==> config.mk <==
export PLATFORM = sky130hd
export DESIGN_NAME = riscv_crypto_sbox_seq
export DESIGN_NICKNAME = d
export VERILOG_FILES = /design/src/rtl/riscv_crypto_sbox_seq.sv
export SDC_FILE = /design/constraint.sdc
export NUM_CORES = 1
export LEC_CHECK = 0
export CORE_AREA = 2 2 197 199
export DETAILED_ROUTE_END_ITERATION = 10
export DIE_AREA = 0 0 199 201
export PLACE_DENSITY_LB_ADDON = 0.1
export SYNTH_ARGS = -nofsm -noshare
export SYNTH_HDL_FRONTEND = slang
export SYNTH_HIERARCHICAL = 1
export SYNTH_SLANG_ARGS = --single-unit
==> constraint.sdc <==
create_clock -name g_clk -period 26.8 [get_ports g_clk]
set_input_delay 2.68 -clock g_clk [delete_from_list [all_inputs] [get_ports g_clk]]
set_output_delay 2.68 -clock g_clk [all_outputs]
set_load 0.05 [all_outputs]
==> src/rtl/riscv_crypto_sbox_seq.sv <==
// Sequencer that time-shares NSBOX combined AES / AES^-1 / SM4 S-boxes across
// the four bytes of a 32-bit operand, trading latency for S-box count.

module riscv_crypto_aes_sm4_sbox (
  input  logic [1:0] mode_i,
  input  logic [7:0] x_i,
  output logic [7:0] y_o
);
  localparam logic [1:0] MODE_AES  = 2'b01;
  localparam logic [1:0] MODE_AESI = 2'b10;

  // SM4 has no compact algebraic form worth sharing with AES; use its table.
  localparam logic [2047:0] SM4_TAB = {
    128'hd690e9fecce13db716b614c228fb2c05,
    128'h2b679a762abe04c3aa44132649860699,
    128'h9c4250f491ef987a33540b43edcfac62,
    128'he4b31ca9c908e89580df94fa758f3fa6,
    128'h4707a7fcf37317ba83593c19e6854fa8,
    128'h686b81b27164da8bf8eb0f4b70569d35,
    128'h1e240e5e6358d1a225227c3b01217887,
    128'hd40046579fd327524c3602e7a0c4c89e,
    128'heabf8ad240c738b5a3f7f2cef96115a1,
    128'he0ae5da49b341a55ad933230f58cb1e3,
    128'h1df6e22e8266ca60c02923ab0d534e6f,
    128'hd5db3745defd8e2f03ff6a726d6c5b51,
    128'h8d1baf92bbddbc7f11d95c411f105ad8,
    128'h0ac13188a5cd7bbd2d74d012b8e5b4b0,
    128'h8969974a0c96777e65b9f109c56ec684,
    128'h18f07dec3adc4d2079ee5f3ed7cb3948
  };

  function automatic logic [7:0] rotl(input logic [7:0] x, input int n);
    return (x << n) | (x >> (8 - n));
  endfunction

  function automatic logic [7:0] gf_mul(input logic [7:0] a, input logic [7:0] b);
    logic [7:0] p, t;
    p = 8'h00;
    t = a;
    for (int i = 0; i < 8; i++) begin
      if (b[i]) p = p ^ t;
      t = {t[6:0], 1'b0} ^ (t[7] ? 8'h1b : 8'h00);
    end
    return p;
  endfunction

  // x^254 == x^-1 in GF(2^8); maps 0 to 0 as AES requires.
  function automatic logic [7:0] gf_inv(input logic [7:0] x);
    logic [7:0] x2, x3, x6, x12, x15, x30, x60, x120, x240, x252;
    x2   = gf_mul(x, x);
    x3   = gf_mul(x2, x);
    x6   = gf_mul(x3, x3);
    x12  = gf_mul(x6, x6);
    x15  = gf_mul(x12, x3);
    x30  = gf_mul(x15, x15);
    x60  = gf_mul(x30, x30);
    x120 = gf_mul(x60, x60);
    x240 = gf_mul(x120, x120);
    x252 = gf_mul(x240, x12);
    return gf_mul(x252, x2);
  endfunction

  logic [7:0] inv_in, inv_out, aff_out, sm4_out;

  // One field inverter serves both AES directions.
  assign inv_in  = (mode_i == MODE_AESI) ?
                   (rotl(x_i, 1) ^ rotl(x_i, 3) ^ rotl(x_i, 6) ^ 8'h05) : x_i;
  assign inv_out = gf_inv(inv_in);
  assign aff_out = inv_out ^ rotl(inv_out, 1) ^ rotl(inv_out, 2) ^
                   rotl(inv_out, 3) ^ rotl(inv_out, 4) ^ 8'h63;
  assign sm4_out = SM4_TAB[{~x_i, 3'b000} +: 8];

  always_comb begin
    case (mode_i)
      MODE_AES:  y_o = aff_out;
      MODE_AESI: y_o = inv_out;
      default:   y_o = sm4_out;
    endcase
  end
endmodule

module riscv_crypto_sbox_seq #(
  parameter int NSBOX = 1
) (
  input  logic        g_clk,
  input  logic        g_reset,
  input  logic        flush,
  input  logic        valid_i,
  output logic        ready_o,
  input  logic        op_aes,
  input  logic        op_sm4,
  input  logic        op_dec,
  input  logic        word_i,
  input  logic [1:0]  bs_i,
  input  logic [31:0] rs_i,
  output logic        valid_o,
  input  logic        ready_i,
  output logic [31:0] result_o,
  output logic        busy_o
);
  generate
    if (!(NSBOX == 1 || NSBOX == 2 || NSBOX == 4)) begin : g_bad_nsbox
      $error("riscv_crypto_sbox_seq: NSBOX must be 1, 2 or 4");
    end
  endgenerate

  localparam int         NGRP     = 4 / NSBOX;
  localparam logic [1:0] LAST_IDX = 2'(NGRP - 1);

  localparam logic [1:0] MODE_NONE = 2'b00;
  localparam logic [1:0] MODE_AES  = 2'b01;
  localparam logic [1:0] MODE_AESI = 2'b10;
  localparam logic [1:0] MODE_SM4  = 2'b11;

  typedef enum logic [1:0] {IDLE, RUN, DONE} state_t;

  typedef struct packed {
    logic [31:0] rs;
    logic [1:0]  mode;
    logic        word;
    logic [1:0]  bs;
  } req_t;

  state_t     state_q, state_d;
  logic [1:0] idx_q, idx_d;
  req_t       req_q, req_d;
  logic [31:0] res_q, res_d;
  logic [1:0] mode_in;

  logic [NSBOX-1:0][1:0] lane;
  logic [NSBOX-1:0][7:0] sb_in, sb_out;

  always_comb begin
    if (op_aes)      mode_in = op_dec ? MODE_AESI : MODE_AES;
    else if (op_sm4) mode_in = MODE_SM4;
    else             mode_in = MODE_NONE;
  end

  // In byte mode every instance points at bs; only instance 0 is written back.
  for (genvar g = 0; g < NSBOX; g++) begin : g_lane
    assign lane[g]  = req_q.word ? 2'(int'(idx_q) * NSBOX + g) : req_q.bs;
    assign sb_in[g] = req_q.rs[{lane[g], 3'b000} +: 8];
    riscv_crypto_aes_sm4_sbox u_sbox (
      .mode_i (req_q.mode),
      .x_i    (sb_in[g]),
      .y_o    (sb_out[g])
    );
  end

  always_comb begin
    state_d = state_q;
    idx_d   = idx_q;
    req_d   = req_q;
    res_d   = res_q;
    if (flush) begin
      state_d = IDLE;
      idx_d   = 2'd0;
    end else begin
      case (state_q)
        IDLE: if (valid_i) begin
          req_d.rs   = rs_i;
          req_d.mode = mode_in;
          req_d.word = word_i;
          req_d.bs   = bs_i;
          res_d      = 32'h0;
          idx_d      = 2'd0;
          state_d    = RUN;
        end
        RUN: begin
          if (req_q.word) begin
            for (int k = 0; k < NSBOX; k++) res_d[{lane[k], 3'b000} +: 8] = sb_out[k];
          end else begin
            res_d[7:0] = sb_out[0];
          end
          if (!req_q.word || idx_q == LAST_IDX) state_d = DONE;
          else                                  idx_d   = idx_q + 2'd1;
        end
        DONE: if (ready_i) state_d = IDLE;
        default: state_d = IDLE;
      endcase
    end
  end

  always_ff @(posedge g_clk or posedge g_reset) begin
    if (g_reset) begin
      state_q <= IDLE;
      idx_q   <= 2'd0;
      req_q   <= '0;
      res_q   <= 32'h0;
    end else begin
      state_q <= state_d;
      idx_q   <= idx_d;
      req_q   <= req_d;
      res_q   <= res_d;
    end
  end

  assign ready_o  = (state_q == IDLE);
  assign valid_o  = (state_q == DONE);
  assign busy_o   = (state_q != IDLE);
  assign result_o = res_q;
endmodule

Word level (Yosys, flattened, before mapping)
Cells that the tools add are included.
{"block": "classes", "n_eq_ne": 11, "n_mux": 185, "addsub": 2, "reduce_logical": 11, "bitwise_logic": 171, "shifts": 4}
{"operator": "2048-bit by 12-bit variable part select with 8-bit output (first input constant)", "n": 1}
{"operator": "8-bit bitwise XOR", "n": 160}
{"operator": "8-bit 2-to-1 mux", "n": 90}
{"operator": "5-bit 2-to-1 mux", "n": 77}
{"operator": "32-bit one-hot mux with 2 select lines", "n": 1}
{"operator": "32-bit bitwise mux", "n": 1}
{"operator": "32-bit 2-to-1 mux", "n": 1}
{"operator": "8-bit by 7-bit variable shift with 32-bit output (first input constant)", "n": 1}
{"operator": "32-bit by 6-bit variable part select with 8-bit output", "n": 1}
{"operator": "8-bit by 7-bit variable part select with 32-bit output", "n": 1}
{"operator": "24-bit 2-to-1 mux", "n": 1}
{"operator": "2-bit 2-to-1 mux", "n": 11}
{"operator": "8-bit by 1-bit bitwise OR with 8-bit output", "n": 2}
{"operator": "8-bit by 3-bit bitwise OR with 8-bit output", "n": 2}
{"operator": "8-bit one-hot mux with 2 select lines", "n": 1}
{"operator": "3-bit AND reduction", "n": 4}
{"operator": "3-bit != test (second input constant)", "n": 3}
{"operator": "8-bit inverter", "n": 1}
{"operator": "8-bit by 2-bit bitwise OR with 8-bit output", "n": 1}
{"operator": "8-bit by 4-bit bitwise OR with 8-bit output", "n": 1}
{"operator": "8-bit by 6-bit bitwise OR with 8-bit output", "n": 1}
{"operator": "5-bit negator with 7-bit output", "n": 1}
{"operator": "2-bit == test (second input constant)", "n": 3}
{"operator": "2-bit one-hot mux with 3 select lines", "n": 1}
{"operator": "other kinds (14)", "n": 17}
{"block": "word_totals", "elab_cells": 392, "out_inout_bits": 35, "regBits": 73, "input_bits": 43}

Logic depth before layout (Yosys ltp)
{"block": "depth", "depth_word": 194, "ltp_mapped": 97, "mapped_depth_nobuf": 80}

Modules after synthesis
The synthesis kept the hierarchy.
{"mod": "riscv_crypto_aes_sm4_sbox", "seq_area_each_um2": 0.0, "cells_each": 2173, "area_per_inst_um2": 16615.9, "instances": 1}
{"mod": "riscv_crypto_sbox_seq", "seq_area_each_um2": 1826.8, "cells_each": 296, "area_per_inst_um2": 3607.2, "instances": 1}

Worst setup path after synthesis
No wires, ideal clock.
{"block": "synth_timing", "path_type": "register -> register", "from": "register req_q[2] (netlist bit)", "to": "register res_q[14], in the netlist result_o[14]", "slack_ns": 4.118, "n_path_buf": 14, "arrival_ns": 22.558, "setup_ns": 0.125, "required_ns": 26.675, "period_less_slack_ns": 22.682, "stages_incl_launch_ff": 92, "path_cell_list": "dfrtp_1 buf_4 mux2i_1 buf_4 buf_4 mux2i_1 mux2i_1 xor3_1 a21oi_2 inv_2 buf_1 ha_1 clkbuf_1 nand3_1 mux2_2 and3_1 buf_2 mux2i_1 [... 56 more ...] or3_1 buf_4 a21oi_2 xnor3_1 xor3_1 xnor2_4 xnor3_1 xnor2_2 nor2_1 xnor3_1 xnor3_2 xnor2_4 xnor3_1 a221oi_1 a21oi_1 nand2_1 nor3_1 mux2_2"}
{"item": "start: declaration", "line_no": "126", "source": "req_t req_q, req_d;"}
{"item": "start signal: assignment", "line_no": "193", "source": "req_q <= req_d;"}
{"item": "end signal: assignment", "line_no": "194", "source": "res_q <= res_d;"}
{"item": "end: declaration", "line_no": "127", "source": "logic [31:0] res_q, res_d;"}

==> impl_metrics.tcl <==
set metrics [dict create \
    netlist_top_cells_count "284 x xnor2_1, 261 x nand2_1, 247 x nor2_1" \
    grt_pass1_wl_mm 101 \
    min_from "req_q[15]$_DFFE_PP0P_" \
    worstHoldEndpoint "req_q[15]$_DFFE_PP0P_" \
    die_x_um 199 \
    coreArea_um2 38100 \
    dp_hpwl_mm 47.4 \
    netlist_instances 2469 \
    worstReg2RegStart "req_q[2]$_DFFE_PP0P_" \
    reg2reg_to "result_o[20]$_DFFE_PP0P_" \
    dpl-instance-area_um2 21200 \
    finalClockSkew_ns 0.00678 \
    status "finished, final reports clean" \
    wl_met2_mm 29.7 \
    first_iter_violations 2053 \
    finalMaxSlewViolations 0 \
    clk_latency_ns 0.34 \
    setup_tns_ns 0 \
    post-route-drc-count 0 \
    gp_congestion 1.01 \
    critPathLaunchType "register" \
    cts_buffers 9 \
    period_needed_ns 25.22 \
    initial_utilization_pct 53.1 \
    n_antenna_cell 0 \
    netlist_top_cells_area "xnor2_1 12%, xnor3_1 10%, dfrtp_1 9.0%" \
    hold_class "reg2reg" \
    synthFlopType "dfrtp_1" \
    met3_length_mm 5.13 \
    min_path_cells 1 \
    crit_top_cell "xnor2_1" \
    wl_per_cell_um 21.8 \
    syn_area_um2 20200 \
    synth.most_common_cell "xnor2_1" \
    cts.clk_slew.worst_paths_ns 0.06 \
    rsz0062_at_grt "false" \
    slew_headroom_pct 7.57 \
    fin_nets 2511 \
    yosysTopAreaCell "xnor2_1" \
    post-route-period-util_pct 94.1 \
    synthArstFlopShare_pct 100 \
    vias_per_cell 6.43 \
    cts_tree "built" \
    antenna_found_initial 0 \
    synth_seq_cells 73 \
    synth.avg_cell_area_um2 8.19 \
    r2r_slack_ns 1.58 \
    clockRootBuffer "clkbuf_16" \
    critPathMaxStageDelay_ns 0.63 \
    cts.htree.levels 3 \
    synth-seq-area-share_pct 9.03 \
    cpMaxStageDelayCell "xnor3_1" \
    ioPinCount 78 \
    critPathArrivalTime_ns 25.50 \
    synth_top_area_share_pct 12.3 \
    finalSetupViolations 0 \
    routed_wl_mm 64.5 \
    tightestPinTransition_ns 1.38 \
    dr.pass1.iters 8 \
    top_layer "met4" \
    syn_nets 2544 \
    cts.sinks 73 \
    yosysWarnings 6 \
    grt_pass1_vias 17900 \
    final-hold-violation-count 0 \
    grt_overflow 0 \
    rows 72 \
    timing.max_cap.violations 0 \
    crit_fanout 25 \
    final_layout_size_suffix_gt1_share_pct 12.1 \
    vias 19000 \
    postRouteAntennaNets 0 \
    grt_max_degree 90 \
    cts_buffer_depth 2 \
    num-fill-cells 3511 \
    r2r_cells 81 \
    end_kind "register" \
    stdcell_area_um2 21700 \
    fp.dieH_um 201 \
    wl_met1_mm 28.4 \
    cp.required_ns 27.08 \
    synth-edff-count 0 \
    area_growth_syn_to_layout_pct 7.10 \
    clock.fmax_ghz 0.0397 \
    io_buffers 77 \
    yosys.cell_types.count 124 \
    die_area_um2 40000 \
    crit_type "reg2reg" \
    cts_hold_buf 0 \
    grt.total_usage_pct 31.5 \
]
per-layer routing:
metal	up-vias	GRT usage, %
met5	-	0
met4	0	7.33
met3	104	5.04
met2	925	50.1
met1	9157	44.6
li1	8839	-
registers in the layout, summed over array words and instances (netlist names):
signal and cells:
req_q 37, state_q 2, result_o 32, idx_q 2
placed cells by master (no fill, tap or decap), types with 12 or more instances in the layout:
master | netlist | layout
xnor2_2 | 29 | 30
nor2b_1 | 16 | 16
nand2_1 | 261 | 261
nand2b_1 | 22 | 22
o21ai_0 | 116 | 116
xor3_1 | 16 | 16
xnor3_1 | 94 | 94
nand3_1 | 57 | 57
xor2_1 | 64 | 63
o211ai_1 | 36 | 36
a21oi_1 | 146 | 146
nor3_1 | 84 | 84
a21o_1 | 17 | 17
a221oi_1 | 15 | 15
xor2_2 | 12 | 13
buf_4 | 30 | 60
o21ai_1 | 18 | 17
o22ai_1 | 23 | 23
clkdlybuf4s50_1 | 0 | 77
nor4_1 | 18 | 18
and3_1 | 12 | 12
or3_1 | 19 | 19
a22oi_1 | 12 | 12
dfrtp_1 | 73 | 73
and2_1 | 15 | 15
nor2_1 | 247 | 247
ha_1 | 32 | 31
nand4_1 | 29 | 29
xnor2_1 | 284 | 283
a31oi_1 | 34 | 34
a211oi_1 | 38 | 38
o2bb2ai_1 | 13 | 13
a311oi_1 | 12 | 12
inv_1 | 41 | 40
mux2i_1 | 81 | 71
mux2_2 | 61 | 61
repair_timing:
| action | in CTS | in global routing |
|---|---|---|
| resized for setup | 0 | 9 |
| endpoints found under the setup margin | 0 | 32 |
| setup buffers | 0 | 4 |
| hold endpoints to repair | 0 | 0 |
layout make-up:
type / count / area [µm²] / share of cell area, %
clock buffer: 11 / 243 / 1.12
clock inverter: 5 / 103 / 0.474
inverter: 54 / 205 / 0.947
multi-input combinational: 2161 / 17400 / 80.4
sequential: 73 / 1830 / 8.43
tap: 518 / 648 / 2.99
timing repair buffer: 137 / 1220 / 5.64
how the worst max path moves through the flow:
stage	from	endpoint	slack (ns)	depth (start not counted)
floorplan	req_q[2]$_DFFE_PP0P_	result_o[14]$_DFFE_PP0P_	4.12	91
global placement	req_q[2]$_DFFE_PP0P_	result_o[10]$_DFFE_PP0P_	2.05	77
detailed placement	req_q[2]$_DFFE_PP0P_	result_o[20]$_DFFE_PP0P_	1.05	81
CTS	req_q[2]$_DFFE_PP0P_	result_o[20]$_DFFE_PP0P_	1.00	81
global route	req_q[2]$_DFFE_PP0P_	result_o[16]$_DFFE_PP0P_	0.05	81
finish	req_q[2]$_DFFE_PP0P_	result_o[20]$_DFFE_PP0P_	1.58	81
metrics by stage:
stage	setup slack (ns)	utilization, %	hold WS, ns	instances
final	1.58	56.8	0.488	2959
after global routing	0.0504	56.8	0.518	2959
after CTS	1.00	56.6	0.490	2955
after detailed placement	1.05	55.7	0.476	2939
after global placement	2.05	55.7	0.475	2939
after floorplan	4.12	-	0.458	2469
logic make-up after synthesis:
kind of cell / after synthesis / synth area share, %
AND/OR/NAND/NOR: 830 / 19.2
XOR/XNOR: 522 / 33.7
flip-flops: 73 / 9.03
multiplexers: 162 / 9.26
adder cells (fa/ha/maj): 34 / 2.08
buffers and inverters: 235 / 5.73
AO/OA/AOI/OAI: 613 / 21.0
worst max-delay path: cells and delay by family, from the launching register on:
family | cells | cell delay [ns]
buffers and inverters | 10 | 2.05
muxes | 9 | 2.74
adders and majority gates | 7 | 2.92
AOI/OAI and AO/OA | 10 | 3.41
and+or+nand+nor | 13 | 2.27
xor gates and xnor gates | 32 | 11.09
DFF | 1 | 0.58
Power is not shown: default switching activity piles up to over one toggle a cycle in this logic, so the estimate is an artifact.
